===== config.mk =====
export PLATFORM = sky130hd
export DESIGN_NAME = reg_file_param
export DESIGN_NICKNAME = d
export VERILOG_FILES = /design/src/rtl/reg_file_param.sv
export SDC_FILE = /design/constraint.sdc
export NUM_CORES = 1
export LEC_CHECK = 0
export BUFFER_PORTS_ARGS = -buffer_cell sky130_fd_sc_hd__buf_2
export CAP_MARGIN = 0
export CORE_MARGIN = 4
export CORE_UTILIZATION = 60
export CTS_CLUSTER_SIZE = 8
export DETAILED_ROUTE_END_ITERATION = 12
export MAX_ROUTING_LAYER = met4
export PLACE_DENSITY = 0.8
export SYNTH_ARGS = -nofsm -noshare
export SYNTH_HDL_FRONTEND = slang
export SYNTH_SLANG_ARGS = --single-unit

===== constraint.sdc =====
create_clock -name clk -period 3.9 [get_ports clk]
set_input_delay 0.78 -clock clk [delete_from_list [all_inputs] [get_ports clk]]
set_output_delay 0.78 -clock clk [all_outputs]
set_load 0.02 [all_outputs]

===== src/rtl/reg_file_param.sv =====
// ---------------------------------------------------------------------------
// reg_file_param
// Parametrised register file for the single-cycle processor datapath. It has
// one write port, two registered read ports and a hardware bulk-clear
// sequencer. Addresses come from the instruction decoder, OUT1/OUT2 feed the
// ALU, and the ALU result returns on IN.
//
// Parameters
//   DATA_W       register width in bits
//   ADDR_W       address width; DEPTH = 2**ADDR_W registers
//
// Ports
//   clk          system clock, all state changes on posedge
//   RESET        asynchronous, active-high reset
//   IN           write data
//   INaddr       write address
//   WRITE        write enable, sampled at posedge (ignored while clearing)
//   OUT1addr     read port 1 address
//   OUT2addr     read port 2 address
//   OUT1         registered read data, port 1 (1-cycle latency)
//   OUT2         registered read data, port 2 (1-cycle latency)
//   CLEAR        start bulk clear, sampled at posedge (ignored while clearing)
//   BUSY         high while the clear sequencer runs
//   state_dbg_o  current sequencer state (0 = IDLE, 1 = CLEARING)
//
// Build option
//   REGFILE_BYPASS_EN  when defined, a port-write issued in IDLE to the same
//                      address a read port is reading is forwarded to that
//                      read port on the same edge. Clear-sweep writes are
//                      never forwarded. When undefined, reads always return
//                      the pre-edge array contents.
//
// Handshake: there is no valid/ready pair. Every posedge captures one read per
// port; WRITE and CLEAR are single-cycle strobes sampled at posedge and are
// acted on only in IDLE, otherwise they are dropped (never queued).
// ---------------------------------------------------------------------------
module reg_file_param #(
    parameter int DATA_W = 8,
    parameter int ADDR_W = 3
) (
    input  logic              clk,
    input  logic              RESET,
    input  logic [DATA_W-1:0] IN,
    input  logic [ADDR_W-1:0] INaddr,
    input  logic              WRITE,
    input  logic [ADDR_W-1:0] OUT1addr,
    input  logic [ADDR_W-1:0] OUT2addr,
    output logic [DATA_W-1:0] OUT1,
    output logic [DATA_W-1:0] OUT2,
    input  logic              CLEAR,
    output logic              BUSY,
    output logic              state_dbg_o
);

    localparam int DEPTH = 2 ** ADDR_W;

    typedef enum logic {
        IDLE     = 1'b0,
        CLEARING = 1'b1
    } state_t;

    state_t            state_q;
    logic [ADDR_W-1:0] cnt_q;
    logic [DATA_W-1:0] regs_q [DEPTH];

    // Next read data for each port, before registering.
    logic [DATA_W-1:0] out1_d;
    logic [DATA_W-1:0] out2_d;

    always_comb begin
        out1_d = regs_q[OUT1addr];
        out2_d = regs_q[OUT2addr];
`ifdef REGFILE_BYPASS_EN
        // Only a real port write (accepted in IDLE) is forwarded.
        if (WRITE && (state_q == IDLE) && (INaddr == OUT1addr)) begin
            out1_d = IN;
        end
        if (WRITE && (state_q == IDLE) && (INaddr == OUT2addr)) begin
            out2_d = IN;
        end
`endif
    end

    always_ff @(posedge clk or posedge RESET) begin
        if (RESET) begin
            // Each register resets to its own index, truncated to DATA_W.
            for (int i = 0; i < DEPTH; i++) begin
                regs_q[i] <= DATA_W'(i);
            end
            state_q <= IDLE;
            cnt_q   <= '0;
            BUSY    <= 1'b0;
            OUT1    <= '0;
            OUT2    <= '0;
        end else begin
            OUT1 <= out1_d;
            OUT2 <= out2_d;
            case (state_q)
                IDLE: begin
                    // A write coinciding with CLEAR lands now and is zeroed
                    // later by the sweep.
                    if (WRITE) begin
                        regs_q[INaddr] <= IN;
                    end
                    if (CLEAR) begin
                        state_q <= CLEARING;
                        cnt_q   <= '0;
                        BUSY    <= 1'b1;
                    end
                end
                CLEARING: begin
                    regs_q[cnt_q] <= '0;
                    cnt_q         <= cnt_q + 1'b1;
                    // The state change, not the counter wrap, ends the sweep.
                    if (cnt_q == ADDR_W'(DEPTH - 1)) begin
                        state_q <= IDLE;
                        BUSY    <= 1'b0;
                    end
                end
                default: begin
                    state_q <= IDLE;
                    BUSY    <= 1'b0;
                end
            endcase
        end
    end

    assign state_dbg_o = state_q;

endmodule


### Word-level counts from Yosys, hierarchy flattened

Cells that the tools add are included.

* bits of input ports: 21
* logic and storage cells: 55
* register bits: 85

* reduce and logical (&&, ||, !) cells: 3
* multiplexer cells: 21
* bitwise operators: 7
* add/subtract/negate cells: 1
* magnitude comparators: 6
* equality and inequality tests: 4

Operator list (count)
* case mux 64 bit (2 select lines): 1
* AND 64 bit: 1
* bitwise mux 64 bit: 1
* two-way mux 64 bit: 1
* inverter 64 bit: 1
* binary-select mux 8 bit (select 3 bit): 2
* demux 8 bit (select 3 bit): 2
* two-way mux 8 bit: 6
* greater-or-equal comparator 4 bit (second input constant): 4
* inverter 3 -> 4 bit: 4
* < comparator 4 x 1 -> 1 bit (second input constant): 2
* case mux 3 bit (2 select lines): 1
* two-way mux 1 bit: 4
* inequality test 2 bit (second input constant): 2
* case mux 1 bit (2 select lines): 2
* adder 3 x 1 -> 3 bit (second input constant): 1
* == test 3 bit (second input constant): 1
* two-way mux 3 bit: 1
* logical AND 1 bit: 2
* inequality test 2 x 1 -> 1 bit (second input constant): 1
* AND reduction 2 bit: 1
* inverter 1 bit: 1

### Longest topological paths before layout

Gate-level depths: netlist of run 1.

* depth after elaboration: 8
* mapped depth: 5
* gate-level depth less buffers: 4

### Worst setup path after synthesis of run 1

OpenSTA, ideal clock, no wires.

* path kind: input port to flip-flop
* from: input port OUT1addr[2]
* to: register OUT1[1]
* path slack: 1961 ps
* data required time: 3775 ps
* cell stages on the path: 4
* library setup time: 125 ps
* path buffers: 2
* data arrival time: 1814 ps
* cells stage by stage: buf_2 > clkbuf_1 > mux4_2 > mux2_2

* cells in the longest elaborated chain, start to end: 4

RTL lines
* from (decl): RTL line 46 `input logic [ADDR_W-1:0] OUT1addr,`
* inverter 3 -> 4 bit (implied by the code): RTL line 71 `out1_d = regs_q[OUT1addr];`
* binary-select mux 8 bit (select 3 bit): RTL line 71
* two-way mux 8 bit (implied by the code) (2 in series): RTL line 71
* net out1_d[1]: RTL line 67 `logic [DATA_W-1:0] out1_d;`
* to (signal assigned): RTL line 96 `OUT1 <= out1_d;`
* to (decl): RTL line 48 `output logic [DATA_W-1:0] OUT1,`

The timed path passes the listed nets, and every way through them passes these cells. The select of a mux whose other input is x is not followed.
A chain may end at the register's enable or synchronous reset.

### Final worst setup path of run 1

* from: register state_q (netlist: state_dbg_o)
* to: register regs_q[10] (netlist bit)

* cells in the longest elaborated chain, start to end: 2
* elaborated cells on any way between the ends: 3
* those cells by class: eq/ne: 1; mux: 1; bitwise: 1

RTL lines
* from (decl): RTL line 62 `state_t state_q;`
* from (signal assigned): RTL line 90 `state_q <= IDLE;`
* from (signal assigned): RTL line 106 `state_q <= CLEARING;`
* from (signal assigned): RTL line 116 `state_q <= IDLE;`
* inverter 1 bit
* case mux 64 bit (2 select lines) or inequality test 2 bit (tied branches)
* to (signal, indexed assignment): RTL line 88 `regs_q[i] <= DATA_W'(i);`
* to (decl): RTL line 64 `logic [DATA_W-1:0] regs_q [DEPTH];`

Parallel ways exist; a longest one is shown, timed or not.

==> results.json, run 1 <==
{
  "status": "complete, no violations",
  "cp.required_ns": 4.18,
  "crit_type": "flip-flop to flip-flop",
  "routed_via_density": 6.087,
  "ios": 39,
  "ys_ff_latch": 85,
  "relSlewSlack_pct": 29.82,
  "clk_path_buf_depth": 2,
  "finalSetupViolations": 0,
  "max_freq_mhz": 438.6,
  "final_area_um2": 4893,
  "grt_pass1_wl_mm": 15.59,
  "die-area_um2": 8914,
  "maxSlewViolCount": 0,
  "cap_violations": 0,
  "synth_top_area_share_pct": 40.77,
  "cp_cell_sequence": "nor3b_1, nor2b_1, mux2i_1",
  "h-tree-depth": 3,
  "io_buffers": 38,
  "tns_ns": 0,
  "finalCritPeriodShare_pct": 58.46,
  "grt_usage_pct": 24.99,
  "hold_viol_final": 0,
  "synth-async-reset-ratio_pct": 100.0,
  "leakagePower_uw": 0.002516,
  "min_path_type": "flip-flop to flip-flop",
  "cts_resized": 0,
  "layout-drive-gt1-share_pct": 25.14,
  "cts-hold-fix-buffers": 0,
  "mostFrequentLayoutCells": "dfrtp_1, nand2_1, mux2i_1",
  "cp_slowest_cell": "nor2b_1",
  "clkSinkCount": 85,
  "placed_area_um2": 4668,
  "yosys-top-cells-area": "dfrtp_1, mux4_1, mux2i_1, dfstp_2, nand2_1",
  "start_util_pct": 61.77,
  "row_count": 31,
  "synth.distinct_cells": 29,
  "worst_slew_pin_slew_ns": 1.048,
  "antenna_found_initial": 0,
  "period_needed_ns": 2.280,
  "synth_flop_cell": "dfrtp_1",
  "crit_arrival_ns": 2.56,
  "yosysWarningCount": 0,
  "ant_nets": 0,
  "syn_avg_cell_area_um2": 13.58,
  "irDropWorstVdd_mv": 0.4394,
  "end_kind": "flip-flop",
  "vias": 2806,
  "synth_top_cell_by_area": "dfrtp_1",
  "synth_seq_area_share_pct": 47.81,
  "final_common_cell": "dfrtp_1",
  "dr.pass1.iters": 4,
  "cts_tree": "done",
  "insertedDiodeCount": 0,
  "path_clk_slew_ns": 0.08,
  "slowest_delay_ns": 0.82,
  "cp_max_fo": 19,
  "cts-root-buf": "clkbuf_8",
  "syn_area_um2": 4481,
  "rsz0062_at_grt": "no",
  "wl_per_cell_um": 21.58,
  "die_y_um": 94.42,
  "drc": 0,
  "synth_fp_nets": 354,
  "post_cts_buffers": 0,
  "grt_max_degree": 60,
  "wirelength_mm": 9.947,
  "grt_pass1_vias": 2862,
  "coreArea_um2": 7253,
  "drt_iter0_markers": 149,
  "skew_ns": 0.01039,
  "cts_buffers": 9,
  "cpLargestDelayFamily": "simple AND/OR/NAND/NOR gates",
  "dp_hpwl_mm": 6.405,
  "clock_latency_ns": 0.36,
  "start_kind": "flip-flop",
  "synth_edf_count": 0,
  "syn_to_final_growth_pct": 9.215,
  "die_w_um": 94.42,
  "pwr_density_cell_nw_per_um2": 648.1,
  "cp_num_buf_inv": 0,
  "grt.overflow.total": 0,
  "nets": 381,
  "postSynthCellCount": 330,
  "place.gp.congestion": 0.7839
}
[sequential cells by signal, indices dropped and copies added, names as in the netlist]
| signal | count |
|---|---|
| BUSY | 1 |
| OUT1 | 8 |
| OUT2 | 8 |
| cnt_q | 3 |
| regs_q | 64 |
| state_dbg_o | 1 |
[cells in the mapped netlist, types with 3 or more instances]
| library cell | count |
|---|---|
| buf_2 | 8 |
| mux2i_1 | 64 |
| nand2_1 | 67 |
| nand4b_1 | 3 |
| buf_1 | 5 |
| dfstp_2 | 12 |
| mux2_2 | 17 |
| clkbuf_1 | 7 |
| nand4bb_1 | 3 |
| nand3b_1 | 3 |
| inv_1 | 10 |
| mux4_1 | 30 |
| nor2_1 | 3 |
| dfrtp_1 | 73 |
| nor3b_1 | 3 |
| nand2b_1 | 3 |
| ha_1 | 3 |
[logic make-up (layout without fill, tap and decap cells)]
logic type / count (synthesis) / count (layout) / share of synthesized area, %
adders and majority gates: 3 / 3 / 0.8378
AOI/OAI and AO/OA: 4 / 4 / 0.4747
and+or+nand+nor: 90 / 90 / 9.411
muxes: 113 / 113 / 37.17
DFF: 85 / 85 / 47.81
buffers and inverters: 35 / 67 / 4.301
[through the flow]
| step | total power, µW | utilization [%] | hold WS, ns | std cells | setup slack (ns) |
|---|---|---|---|---|---|
| floorplan | 2178 | - | 0.4527 | 330 | 0.9464 |
| global placement | 2408 | 64.36 | 0.4608 | 445 | 1.516 |
| detailed placement | 2482 | 64.36 | 0.4735 | 445 | 1.394 |
| CTS | 3182 | 67.47 | 0.4863 | 461 | 1.634 |
| global route | 3354 | 67.47 | 0.5097 | 461 | 1.458 |
| finish | 3171 | 67.47 | 0.4849 | 461 | 1.620 |
[report_power, final]
part / internal, µW / total, µW / switching [µW]
Sequential: 1240 / 1500 / 257
Combinational: 466 / 971 / 505
Clock: 394 / 701 / 307
[routing by layer]
layer  wire length (µm)  global-route usage (%)  up-vias
li1                   -                       -     1266
met1               4016                   34.19     1433
met2               5086                   38.36       91
met3                662                   3.347       16
met4                182                   10.23        0
met5                  0                       -        -
[area by class of cell]
| cell class | count | area, µm² |
|---|---|---|
| multi-input cells | 210 | 2151 |
| repair buffers | 41 | 212.7 |
| flip-flops and latches | 85 | 2142 |
| clock buffers | 12 | 155.1 |
| clock inverters | 4 | 70.07 |
| fillers | 548 | 2360 |
| inverters | 10 | 38.79 |
| well taps | 99 | 123.9 |
[tightest hold or removal path, cell delays in order, from the launching register on]
cell	delay (ns)
dfstp_2	0.38
nand2_1	0.05
mux2i_1	0.06
[worst paths after layout]
check / start / end / slack, ns / cells after the start
min reg2reg: regs_q[2] / regs_q[2] / 0.48 / 2
max in group asynchronous: RESET / regs_q[0] / 2.45 / 3
min in group asynchronous: RESET / OUT2[1] / 0.63 / 2
min: regs_q[2] / regs_q[2] / 0.48 / 2
max reg2reg: state_dbg_o / regs_q[10] / 1.62 / 3
max: state_dbg_o / regs_q[10] / 1.62 / 3
No activity file was read; power rests on OpenSTA's default activity.
==> inputs of run 2 (changes only) <==
Settings changed: ABC_AREA from default to 1.
Clock period 3.9 ns to 2.1 ns, I/O delays scaled along.
==> run 2 against run 1 <==
Net effect: first-iteration DRC count increased by 120%; die area increased by 8.3%; worst setup slack got worse by 1.2 ns; non-clock buffer count increased by 10; utilization increased by 1.2 points; synthesized cell count increased by 120%; via count increased by 69%; maximum frequency increased by 36%.
==> results.json, run 2 <==
{
  "yosysWarningCount": 0,
  "antenna_found_initial": 0,
  "synth_compound_area_share_pct": 0.6144,
  "nets": 761,
  "synthAdderAreaFrac_pct": 0.7680,
  "synth-xor-area-share_pct": 0,
  "clkSinkCount": 85,
  "p_int_uw": 3206,
  "clk_path_buf_depth": 2,
  "hold_viol_final": 0,
  "synth_top_family_by_area": "simple AND/OR/NAND/NOR gates",
  "cp_max_fo": 10,
  "placed_area_um2": 5152,
  "yosys.area_share.simple_pct": 44.80,
  "sequentialPowerShare_pct": 44.9,
  "grt.overflow.total": 0,
  "tns_ns": 0,
  "irDropWorstVdd_mv": 0.6258,
  "die_y_um": 98.25,
  "yosys-top-cells-count": "nand2_1, nand3_1, inv_1",
  "cts_buffers": 9,
  "clkPwrFrac_pct": 22.8,
  "layout-drive-gt1-share_pct": 12.94,
  "cts_resized": 0,
  "grt_pass1_wl_mm": 22.25,
  "ys_ff_latch": 85,
  "largest_register": "regs_q",
  "synth.distinct_cells": 22,
  "grt_pass1_vias": 4296,
  "synth_seq_area_share_pct": 43.83,
  "wirelength_mm": 13.53,
  "pwr_density_cell_nw_per_um2": 994.5,
  "skew_ns": 0.008307,
  "rsz0062_at_grt": "no",
  "synth-async-reset-ratio_pct": 100.0,
  "cp_slowest_cell": "dfrtp_1",
  "place.gp.congestion": 0.9681,
  "cp_cell_sequence": "inv_1, nor2_1, nand2_1, nand3_1, nand2_1",
  "synth_flop_cell": "dfrtp_1",
  "yosys-top-cells-area": "dfrtp_1, nand2_1, nand3_1, dfstp_2, inv_1",
  "use_met2_pct": 42.20,
  "drc": 0,
  "pwr-share-comb_pct": 32.3,
  "vias": 4732,
  "ant_nets": 0,
  "start_util_pct": 62.60,
  "grtUsageMet3_pct": 5.643,
  "coreArea_um2": 7807,
  "largest_reg_flops": 64,
  "crit_arrival_ns": 1.92,
  "cpMostUsedCell": "nand2_1",
  "drt_iter0_markers": 326,
  "gr-usage-met1_pct": 43.72,
  "synth_edf_count": 0,
  "worst_slew_pin_slew_ns": 0.5981,
  "end_kind": "flip-flop",
  "top_usage_layer": "met1",
  "row_count": 32,
  "fillers": 666,
  "wl_per_cell_um": 16.04,
  "syn_area_um2": 4887,
  "die_w_um": 98.25,
  "ios": 39,
  "synthMuxAreaShare_pct": 0,
  "cpLargestDelayFamily": "simple AND/OR/NAND/NOR gates",
  "mostFrequentLayoutCells": "nand2_1, nand3_1, inv_1",
  "p_sw_share_pct": 39.84,
  "finalSetupViolations": 0,
  "dr.pass1.iters": 5,
  "reg_top3": "regs_q x64, OUT1 x8, OUT2 x8",
  "crit_type": "flip-flop to flip-flop",
  "final_common_cell": "nand2_1",
  "cp.required_ns": 2.35,
  "routed_via_density": 5.607,
  "synth_fp_nets": 736,
  "synth_top_area_share_pct": 37.38,
  "leakagePower_uw": 0.003119,
  "synth_most_common_cell": "nand2_1",
  "post_cts_buffers": 0,
  "h-tree-depth": 3,
  "postSynthCellCount": 712,
  "syn_avg_cell_area_um2": 6.864,
  "finalCritPeriodShare_pct": 79.55,
  "cp_num_buf_inv": 1,
  "path_clk_slew_ns": 0.09,
  "io_buffers": 38,
  "final_area_um2": 5359,
  "cts-hold-fix-buffers": 0,
  "period_needed_ns": 1.671,
  "grt_max_degree": 33,
  "cap_violations": 0,
  "start_kind": "flip-flop",
  "status": "complete, no violations",
  "slowest_delay_ns": 0.62,
  "grt_usage_pct": 29.98,
  "relSlewSlack_pct": 60.08,
  "cts-root-buf": "clkbuf_8",
  "maxSlewViolCount": 0,
  "dp_hpwl_mm": 9.730,
  "synth_top_cell_by_area": "dfrtp_1",
  "switching_power_uw": 2123,
  "die-area_um2": 9653,
  "min_path_type": "input pin to asynchronous set/reset pin",
  "insertedDiodeCount": 0,
  "syn_to_final_growth_pct": 9.652,
  "cts_tree": "done",
  "max_freq_mhz": 598.6,
  "clock_latency_ns": 0.36
}
==> run 2: cell count changes after synthesis, sizes merged, moves of 5 or more <==
cell | before | now
nand2 | 68 | 310
nand3 | 0 | 168
inv | 10 | 83
mux2i | 64 | 0
mux4 | 32 | 0
mux2 | 17 | 0
clkbuf | 7 | 17
nand4 | 1 | 8
nor2 | 4 | 9
==> run 2: power groups by stage <==
stage | Combinational [µW] | Clock [µW] | Sequential [µW]
after floorplan | 1190 | 0 | 2380
after global placement | 1640 | 0 | 2390
after detailed placement | 1700 | 0 | 2410
after CTS | 1700 | 1230 | 2380
after global routing | 1960 | 1300 | 2430
final | 1720 | 1210 | 2390
==> run 2: logic make-up (layout without fill, tap and decap cells) <==
logic type                 Yosys count  after routing
adders and majority gates            3              3
DFF                                 85             85
and+or+nand+nor                    496            496
AOI/OAI and AO/OA                    6              6
buffers and inverters              122            152
==> run 2: final cells by class <==
class / instances / area (µm²) / area share, %
Multi-Input combinational cell: 505 / 2257 / 42.12
Sequential cell: 85 / 2142 / 39.97
Inverter: 85 / 325.3 / 6.071
Timing Repair Buffer: 51 / 300.3 / 5.604
Clock buffer: 10 / 137.6 / 2.568
Tap cell: 102 / 127.6 / 2.382
Clock inverter: 6 / 68.82 / 1.284
==> run 2: metal layers <==
layer / up-vias / wire length (µm) / share of wire (%)
met5: - / 0 / 0
met4: 0 / 264 / 2.0
met3: 23 / 1487 / 11
met2: 283 / 5915 / 44
met1: 2149 / 5866 / 43
li1: 2277 / - / -
==> run 2: worst register-to-register path: cells and delay by family, from the launching register on <==
kind                   cells  cell delay [ns]
and+or+nand+nor            4             0.83
DFF                        1             0.62
buffers and inverters      1             0.13
==> run 2: worst paths after layout <==
path,start,slack (ns),endpoint,cells after the start
worst max register to register,state_dbg_o,0.43,regs_q[14],5
worst min register to register,regs_q[33],0.49,regs_q[33],2
worst max-delay path,state_dbg_o,0.43,regs_q[14],5
min in group clk,CLEAR,0.37,BUSY,3
worst min-delay path,RESET,0.12,regs_q[38],2
max in group asynchronous,RESET,1.34,regs_q[48],3
==> run 2: stage by stage <==
stage / setup WS [ns] / hold slack [ns] / power (µW) / utilization (%) / instances
after global placement: 0.5692 / 0.4703 / 4033 / 65.99 / 828
after detailed placement: 0.4850 / 0.4754 / 4111 / 65.99 / 828
after CTS: 0.4536 / 0.1320 / 5312 / 68.64 / 844
final: 0.4294 / 0.1247 / 5329 / 68.64 / 844
after global routing: 0.2818 / 0.1552 / 5693 / 68.64 / 844
after floorplan: 0.7098 / 0.4615 / 3571 / - / 712
